[config.mk]
export PLATFORM = sky130hd
export DESIGN_NAME = load_store_unit
export DESIGN_NICKNAME = d
export VERILOG_FILES = /design/src/rtl/lsu_pkg.sv /design/src/rtl/lsu_lane_align.sv /design/src/rtl/load_store_unit.sv
export SDC_FILE = /design/constraint.sdc
export NUM_CORES = 1
export LEC_CHECK = 0
export BUFFER_PORTS_ARGS = -buffer_cell sky130_fd_sc_hd__buf_2
export CORE_UTILIZATION = 40
export CTS_CLUSTER_DIAMETER = 200
export CTS_CLUSTER_SIZE = 14
export DETAILED_ROUTE_END_ITERATION = 8
export PLACE_DENSITY = 0.69
export SLEW_MARGIN = 10
export SYNTH_ARGS = -nofsm -noshare
export SYNTH_HDL_FRONTEND = slang
export SYNTH_SLANG_ARGS = --single-unit
[constraint.sdc]
create_clock -name CLK -period 5.1 [get_ports CLK]
set_input_delay 0.51 -clock CLK [delete_from_list [all_inputs] [get_ports CLK]]
set_output_delay 0.51 -clock CLK [all_outputs]
set_load 0.01 [all_outputs]
[src/rtl/lsu_pkg.sv]
// Shared definitions for the load/store unit: access sizes, FSM states and
// default geometry of the word-addressed data memory.
package lsu_pkg;

  localparam int DEPTH_WORDS_DEF = 4096;
  localparam int ADDR_W_DEF      = 32;

  localparam logic [1:0] SZ_BYTE = 2'b00;
  localparam logic [1:0] SZ_HALF = 2'b01;
  localparam logic [1:0] SZ_WORD = 2'b10;
  localparam logic [1:0] SZ_ILL  = 2'b11;

  typedef enum logic [2:0] {
    ST_IDLE  = 3'd0,
    ST_RD    = 3'd1,
    ST_RWAIT = 3'd2,
    ST_WR    = 3'd3,
    ST_RESP  = 3'd4
  } lsu_state_e;

  // Bit offset of the addressed lane inside a little-endian word.
  function automatic logic [4:0] lane_shift(input logic [1:0] size, input logic [1:0] lane);
    if (size == SZ_HALF) begin
      lane_shift = {lane[1], 4'b0000};
    end else begin
      lane_shift = {lane, 3'b000};
    end
  endfunction

endpackage

[src/rtl/lsu_lane_align.sv]
// Combinational lane handling: extracts and extends a load lane, and merges
// store data into the selected lane of a read-back word.
module lsu_lane_align
  import lsu_pkg::*;
(
  input  logic [1:0]  size_i,
  input  logic        sign_ext_i,
  input  logic [1:0]  lane_i,
  input  logic [31:0] rdata_i,
  input  logic [31:0] wdata_i,
  output logic [31:0] load_data_o,
  output logic [31:0] merged_o
);

  logic [4:0]  shamt_s;
  logic [31:0] shifted_s;
  logic [31:0] mask_s;

  always_comb begin
    shamt_s     = lane_shift(size_i, lane_i);
    shifted_s   = rdata_i >> shamt_s;
    load_data_o = 32'h0000_0000;
    mask_s      = 32'h0000_0000;
    case (size_i)
      SZ_BYTE: begin
        load_data_o = sign_ext_i ? {{24{shifted_s[7]}}, shifted_s[7:0]}
                                 : {24'h00_0000, shifted_s[7:0]};
        mask_s      = 32'h0000_00FF;
      end
      SZ_HALF: begin
        load_data_o = sign_ext_i ? {{16{shifted_s[15]}}, shifted_s[15:0]}
                                 : {16'h0000, shifted_s[15:0]};
        mask_s      = 32'h0000_FFFF;
      end
      SZ_WORD: begin
        load_data_o = rdata_i;
        mask_s      = 32'hFFFF_FFFF;
      end
      default: begin
        load_data_o = 32'h0000_0000;
        mask_s      = 32'h0000_0000;
      end
    endcase
    merged_o = (rdata_i & ~(mask_s << shamt_s)) | ((wdata_i & mask_s) << shamt_s);
  end

endmodule

[src/rtl/load_store_unit.sv]
// Load/store unit: turns byte-addressed requests into word accesses on a
// registered-read data memory, using read-modify-write for sub-word stores.
module load_store_unit
  import lsu_pkg::*;
#(
  parameter int DEPTH_WORDS = DEPTH_WORDS_DEF,
  parameter int ADDR_W      = ADDR_W_DEF
) (
  input  logic              CLK,
  input  logic              RST,
  input  logic              req_valid,
  output logic              req_ready,
  input  logic              req_wr,
  input  logic [1:0]        req_size,
  input  logic              req_signed,
  input  logic [ADDR_W-1:0] req_addr,
  input  logic [31:0]       req_wdata,
  output logic              resp_valid,
  input  logic              resp_ready,
  output logic [31:0]       resp_rdata,
  output logic              resp_err,
  output logic              rd,
  output logic              wr,
  output logic [ADDR_W-1:0] add_lines,
  output logic [31:0]       d_in,
  input  logic [31:0]       d_out
);

  lsu_state_e        state_q, state_d;
  logic              op_wr_q, op_wr_d;
  logic [1:0]        size_q, size_d;
  logic              sign_q, sign_d;
  logic [1:0]        lane_q, lane_d;
  logic [31:0]       wdata_q, wdata_d;
  logic              rd_q, rd_d, wr_q, wr_d;
  logic [ADDR_W-1:0] add_q, add_d;
  logic [31:0]       d_in_q, d_in_d;
  logic              resp_valid_q, resp_valid_d;
  logic              resp_err_q, resp_err_d;
  logic [31:0]       resp_rdata_q, resp_rdata_d;

  logic              accept_s;
  logic              req_bad_s;
  logic              req_err_s;
  logic [ADDR_W-1:0] req_idx_s;
  logic [31:0]       load_data_s;
  logic [31:0]       merged_s;

  assign req_ready  = (state_q == ST_IDLE);
  assign accept_s   = req_valid && (state_q == ST_IDLE);
  assign req_idx_s  = {2'b00, req_addr[ADDR_W-1:2]};
  assign rd         = rd_q;
  assign wr         = wr_q;
  assign add_lines  = add_q;
  assign d_in       = d_in_q;
  assign resp_valid = resp_valid_q;
  assign resp_err   = resp_err_q;
  assign resp_rdata = resp_rdata_q;

  always_comb begin
    case (req_size)
      SZ_BYTE: req_bad_s = 1'b0;
      SZ_HALF: req_bad_s = req_addr[0];
      SZ_WORD: req_bad_s = (req_addr[1:0] != 2'b00);
      default: req_bad_s = 1'b1;
    endcase
    req_err_s = req_bad_s || (req_idx_s >= ADDR_W'(DEPTH_WORDS));
  end

  lsu_lane_align u_align (
    .size_i      (size_q),
    .sign_ext_i  (sign_q),
    .lane_i      (lane_q),
    .rdata_i     (d_out),
    .wdata_i     (wdata_q),
    .load_data_o (load_data_s),
    .merged_o    (merged_s)
  );

  always_ff @(posedge CLK or posedge RST) begin
    if (RST) begin
      state_q <= ST_IDLE;
    end else begin
      state_q <= state_d;
    end
  end

  always_comb begin
    state_d = state_q;
    case (state_q)
      ST_IDLE: begin
        if (!req_valid) begin
          state_d = ST_IDLE;
        end else if (req_err_s) begin
          state_d = ST_RESP;
        end else if (req_wr && (req_size == SZ_WORD)) begin
          state_d = ST_WR;
        end else begin
          state_d = ST_RD;
        end
      end
      ST_RD:    state_d = ST_RWAIT;
      ST_RWAIT: state_d = op_wr_q ? ST_WR : ST_RESP;
      ST_WR:    state_d = ST_RESP;
      ST_RESP:  state_d = resp_ready ? ST_IDLE : ST_RESP;
      default:  state_d = ST_IDLE;
    endcase
  end

  // Outputs are decoded from the next state so every strobe leaves a flop.
  always_comb begin
    op_wr_d      = op_wr_q;
    size_d       = size_q;
    sign_d       = sign_q;
    lane_d       = lane_q;
    wdata_d      = wdata_q;
    add_d        = add_q;
    d_in_d       = d_in_q;
    resp_err_d   = resp_err_q;
    resp_rdata_d = resp_rdata_q;
    rd_d         = (state_d == ST_RD);
    wr_d         = (state_d == ST_WR);
    resp_valid_d = (state_d == ST_RESP);
    if (accept_s) begin
      op_wr_d = req_wr;
      size_d  = req_size;
      sign_d  = req_signed;
      lane_d  = req_addr[1:0];
      wdata_d = req_wdata;
      add_d   = req_idx_s;
      d_in_d  = req_wdata;
    end else if ((state_q == ST_RWAIT) && op_wr_q) begin
      d_in_d = merged_s;
    end else begin
      d_in_d = d_in_q;
    end
    if ((state_d == ST_RESP) && (state_q != ST_RESP)) begin
      resp_err_d   = (state_q == ST_IDLE);
      resp_rdata_d = ((state_q == ST_RWAIT) && !op_wr_q) ? load_data_s : 32'h0000_0000;
    end else begin
      resp_err_d   = resp_err_q;
      resp_rdata_d = resp_rdata_q;
    end
  end

  always_ff @(posedge CLK or posedge RST) begin
    if (RST) begin
      op_wr_q      <= 1'b0;
      size_q       <= SZ_BYTE;
      sign_q       <= 1'b0;
      lane_q       <= 2'b00;
      wdata_q      <= 32'h0000_0000;
      rd_q         <= 1'b0;
      wr_q         <= 1'b0;
      add_q        <= '0;
      d_in_q       <= 32'h0000_0000;
      resp_valid_q <= 1'b0;
      resp_err_q   <= 1'b0;
      resp_rdata_q <= 32'h0000_0000;
    end else begin
      op_wr_q      <= op_wr_d;
      size_q       <= size_d;
      sign_q       <= sign_d;
      lane_q       <= lane_d;
      wdata_q      <= wdata_d;
      rd_q         <= rd_d;
      wr_q         <= wr_d;
      add_q        <= add_d;
      d_in_q       <= d_in_d;
      resp_valid_q <= resp_valid_d;
      resp_err_q   <= resp_err_d;
      resp_rdata_q <= resp_rdata_d;
    end
  end

endmodule

### After elaboration in Yosys (flattened, before gate mapping)

Index checks and enable logic that the tools add are counted.

* magnitude comparators: 1
* equality and inequality tests: 12
* shifts and indexed selects: 3
* mux-type cells: 15
* bitwise operators: 4
* reductions and logical operators: 12

Operator list (number)
* $pmux W32 S3: 2
* $mux W32: 5
* $and A32 B32 Y32: 2
* $shl A32 B5 Y32: 2
* $not A32 Y32: 1
* $or A32 B32 Y32: 1
* $shr A32 B5 Y16: 1
* $ge A30 B13 Y1 const B: 1
* $pmux W3 S5: 1
* $mux W3: 4
* $eq A3 B2 Y1 const B: 3
* $eq A3 B1 Y1 const B: 2
* $eq A3 B3 Y1 const B: 2
* $logic_and A1 B1 Y1: 5
* $eq A2 B1 Y1 const B: 2
* $eq A2 B2 Y1 const B: 2
* $logic_not A2 Y1: 2
* $mux W4: 1
* $reduce_bool A2 Y1: 2
* $logic_not A3 Y1: 1
* $ne A3 B3 Y1 const B: 1
* $pmux W1 S3: 1
* $mux W2: 1
* $logic_not A1 Y1: 1
* $logic_or A1 B1 Y1: 1

* register bits: 139
* input bits: 104
* output and inout bits: 101
* word-level logic and storage cells: 60

### Depth between registers and ports, before layout

* depth after elaboration: 8
* mapped depth: 10

### Modules after synthesis

Synthesis repeated with hierarchy kept, for this count alone.

* cell total of the unflattened synthesis: 752
* area, all modules: 7021.7 um^2

By module, submodules not included
* load_store_unit: instances 1, cells each 508, area an instance 5439.0 um^2, seq. area each 3478.3 um^2
* lsu_lane_align: instances 1, cells each 244, area an instance 1582.8 um^2, seq. area each 0.0 um^2

### Worst setup path after synthesis

Ideal clock, no wire load.

* path kind: reg-to-reg
* start point: reg size_q[1]
* end point: reg d_in_q[0] (netlist: d_in[0])
* data arrival time: 1743 ps
* data required time: 4967 ps
* path slack: 3224 ps
* stages on the path, launching flop included: 9
* path buffers: 1
* period minus slack after synthesis: 1876 ps
* cell sequence: dfrtp_1 inv_1 ha_1 and2b_1 buf_2 nor3_1 a22o_1 a2111oi_0 nor2_1

* longest elaborated chain between the ends: 8
* elaborated cells between the ends (all ways): 13

RTL lines
* start: declaration: RTL line load_store_unit.sv:31 `logic [1:0] size_q, size_d;`
* start signal: assignment: RTL line load_store_unit.sv:162 `size_q <= size_d;`
* $eq A2 B2 Y1, or another cell as far along: RTL line lsu_lane_align.sv:24 `case (size_i)`
* $pmux W32 S3 / $mux W4 (equally long branches): RTL line lsu_lane_align.sv:24, lsu_pkg.sv:23
* $shl A32 B5 Y32: RTL line lsu_lane_align.sv:44 `merged_o = (rdata_i & ~(mask_s << shamt_s)) | ((wdata_i & mask_s) << shamt_s);`
* $not A32 Y32: RTL line lsu_lane_align.sv:44
* $and A32 B32 Y32: RTL line lsu_lane_align.sv:44
* $or A32 B32 Y32 *: RTL line lsu_lane_align.sv:44
* $mux W32 *: RTL line load_store_unit.sv:132 `end else if ((state_q == ST_RWAIT) && op_wr_q) begin`
* $mux W32 *: RTL line load_store_unit.sv:124 `if (accept_s) begin`
* end signal: assignment: RTL line load_store_unit.sv:169 `d_in_q <= d_in_d;`
* end: declaration: RTL line load_store_unit.sv:37 `logic [31:0] d_in_q, d_in_d;`

Mark *: on every way between the ends. The rest lies on a longest branch, timed or not. The select of a mux whose other input is x is not followed.
A chain may end at the register's enable or synchronous reset.

### Worst setup path in the final report

* start point: reg size_q[1]
* end point: reg d_in_q[27] (netlist: d_in[27])

The elaborated chain is that of the path after synthesis.

==> metrics.yaml <==
status: "finished, final reports clean"
grt_antenna_before_repair: 1
io_pins: 205
r2r_slack_ns: 2.16
rr_worst_depth: 8
drt_drc_violations_left: 0
yosys-top-cells-count: "232 x nand2_1, 139 x dfrtp_1, 56 x o21ai_0"
synth_ff_type: "dfrtp_1"
row_count: 47
r2r-start: "size_q[1]"
h-tree-depth: 4
clockRootBuffer: "clkbuf_16"
synthCells: 756
routed_wl_mm: 21.69
switching_share: 0.3568
post-route-period-util: 0.5773
clkTransAtPathRegs_ns: 0.06
ys_seq_area_frac: 0.5012
cts.path.max_buffers: 2
p_sw_uw: 1287
finalClockSkew_ns: 0.008460
syn_avg_cell_area_um2: 9.180
ir_worst_vdd_v: 0.0002295
p_int_uw: 2320
async_flop_share: 1.000
synth_edf_count: 0
die_w_um: 133.7
worstPathArrival_ns: 3.25
finalHoldViolCount: 0
worstMarginPinSlew_ns: 1.159
cts_resized: 0
dr.pass1.iters: 5
wl_per_cell_um: 18.68
fillers: 1593
finalSetupViolations: 0
num_vias: 6501
maxSlewViolCount: 0
clock_sinks: 139
p_seq_frac: 0.395
synth-seq-cells: 139
fin_crit_ns: 2.944
hold_ws_ns: 0.2479
cts_tree: "yes"
hold_buffers: 0
critPathMaxFanout: 25
critical_path_required_ns: 5.41
port-buffer-count: 202
max-cap-violations: 0
grt_pass1_vias: 6049
initial_core_util: 0.4141
reg2reg_to: "d_in[27]"
yosysMostFrequentCell: "nand2_1"
grt_setup_unrepaired: "false"
combPwrFrac: 0.265
clkPwrFrac: 0.340
dpl.hpwl_mm: 15.44
fmax_ghz: 0.3397
synth.cell_area_mm2: 0.006940
critical_path_class: "reg -> reg"
finalSetupTns_ns: 0
power.density_mw_per_mm2: 421.3
ys_top_cells_by_area: "dfrtp_1 50%, nand2_1 13%, o21ai_0 4.0%"
ant_nets: 0
cts_buffers: 17
track_usage: 0.2462
synth.distinct_cells: 61
cp-end-kind: "flop"
critPathLaunchType: "flop"
vias_per_cell: 5.599
fin_nets: 1036
gp_congestion: 0.9312
min_path_type: "in -> async"
area_delta_synth_final_pct: 23.38
p_leak_uw: 0.004248
overflow: 0
coreArea_mm2: 0.01676
cts_setup_buffers: 0
grt_pass1_wl_mm: 33.58
slew-limit-headroom: 0.2272
yosysWarningCount: 0
grt_max_degree: 102
drive_above_1_share: 0.2872
drtIter0Drc: 648
die-area_mm2: 0.01788
insertion_delay_ns: 0.43
synth_top_area_frac: 0.5012
die_y_um: 133.7
yosysTopAreaCell: "dfrtp_1"
power by group through the flow:
stage | sequential (µW) | combinational (µW) | clock [µW]
after CTS | 1420 | 951 | 1240
final | 1420 | 956 | 1230
after floorplan | 1450 | 595 | 0
after global routing | 1440 | 1060 | 1280
after global placement | 1430 | 937 | 0
after detailed placement | 1430 | 951 | 0
layout make-up:
class                      count  area (µm²)  area share
antenna                        1       2.502   0.0002922
timing repair buffer         207        1049      0.1224
clock buffer                  17       425.4     0.04968
tap                          220       275.3     0.03214
inverter                       4       20.02    0.002338
multi-input combinational    558        3161      0.3691
clock inverter                15       152.6     0.01783
sequential                   139        3478      0.4062
cell families after synthesis:
kind of cell               count (synthesis)  share of synthesized area
and+or+nand+nor                          320                     0.2088
AOI/OAI and AO/OA                        208                     0.1960
DFF                                      139                     0.5012
other                                      1                  0.0005403
buffers and inverters                     60                    0.04434
adders and majority gates                  5                   0.009014
muxes                                     23                    0.04020
worst max-delay path by stage:
stage               from      endpoint  slack [ns]  depth (start not counted)
2_1_floorplan        RST  add_lines[0]        0.87                          1
3_3_place_gp   size_q[1]      d_in[26]        2.29                          8
3_5_place_dp   size_q[1]      d_in[27]        2.19                          8
4_1_cts        size_q[1]      d_in[27]        2.18                          8
5_1_grt        size_q[1]      d_in[27]        1.91                          8
6_report       size_q[1]      d_in[27]        2.16                          8
critical path: stages (launching register included):
cell	delay, ns
dfrtp_1	0.43
inv_1	0.12
ha_1	0.64
nand2b_1	0.45
buf_4	0.39
a21oi_1	0.13
o21a_1	0.29
a211oi_1	0.29
a21oi_1	0.08
metrics by stage:
step / cell area, µm² / utilization / instances / power, µW / setup WS [ns]
after floorplan: 6944 / - / 757 / 2045 / 0.8655
after global placement: 7983 / 0.4763 / 1128 / 2369 / 2.289
after detailed placement: 7983 / 0.4763 / 1128 / 2382 / 2.191
after CTS: 8561 / 0.5108 / 1160 / 3610 / 2.177
after global routing: 8563 / 0.5109 / 1161 / 3785 / 1.911
final: 8563 / 0.5109 / 1161 / 3608 / 2.156
routing by layer:
metal | vias up | track usage | wire length, µm
met3 | 40 | 0.05822 | 1789
met5 | - | 0 | 0
met4 | 0 | 0.08586 | 478
li1 | 3011 | - | -
met1 | 3144 | 0.3374 | 9325
met2 | 306 | 0.3808 | 10100
sequential cells by signal, indices dropped and copies added (netlist names), 2 cells and up:
register	count
d_in	32
wdata_q	32
resp_rdata	32
state_q	3
lane_q	2
size_q	2
add_lines	30
cell usage in the layout, fill, tap and decap left out, types with 3 or more instances in the layout:
master	Yosys	routed
mux4_2	3	3
nor4_2	3	3
a32o_1	4	4
dfrtp_1	139	139
ha_1	5	5
o2bb2ai_1	24	24
buf_4	3	5
nor2_1	23	23
nand3_1	18	18
nand2_1	232	231
a221oi_1	12	12
inv_6	0	8
mux2i_1	11	11
mux2_2	9	9
clkbuf_16	0	17
and2_1	3	3
a31oi_1	8	8
a21oi_1	51	51
o22ai_1	8	8
o21a_1	6	6
a21o_1	8	8
o21ai_0	56	56
and3_1	3	3
clkinv_4	0	3
nor4bb_1	8	8
a211oi_1	11	11
o221ai_1	4	4
nand4_1	6	6
a22oi_1	4	4
buf_2	17	202
nand2b_1	3	3
(Power assumes the default switching activity.)
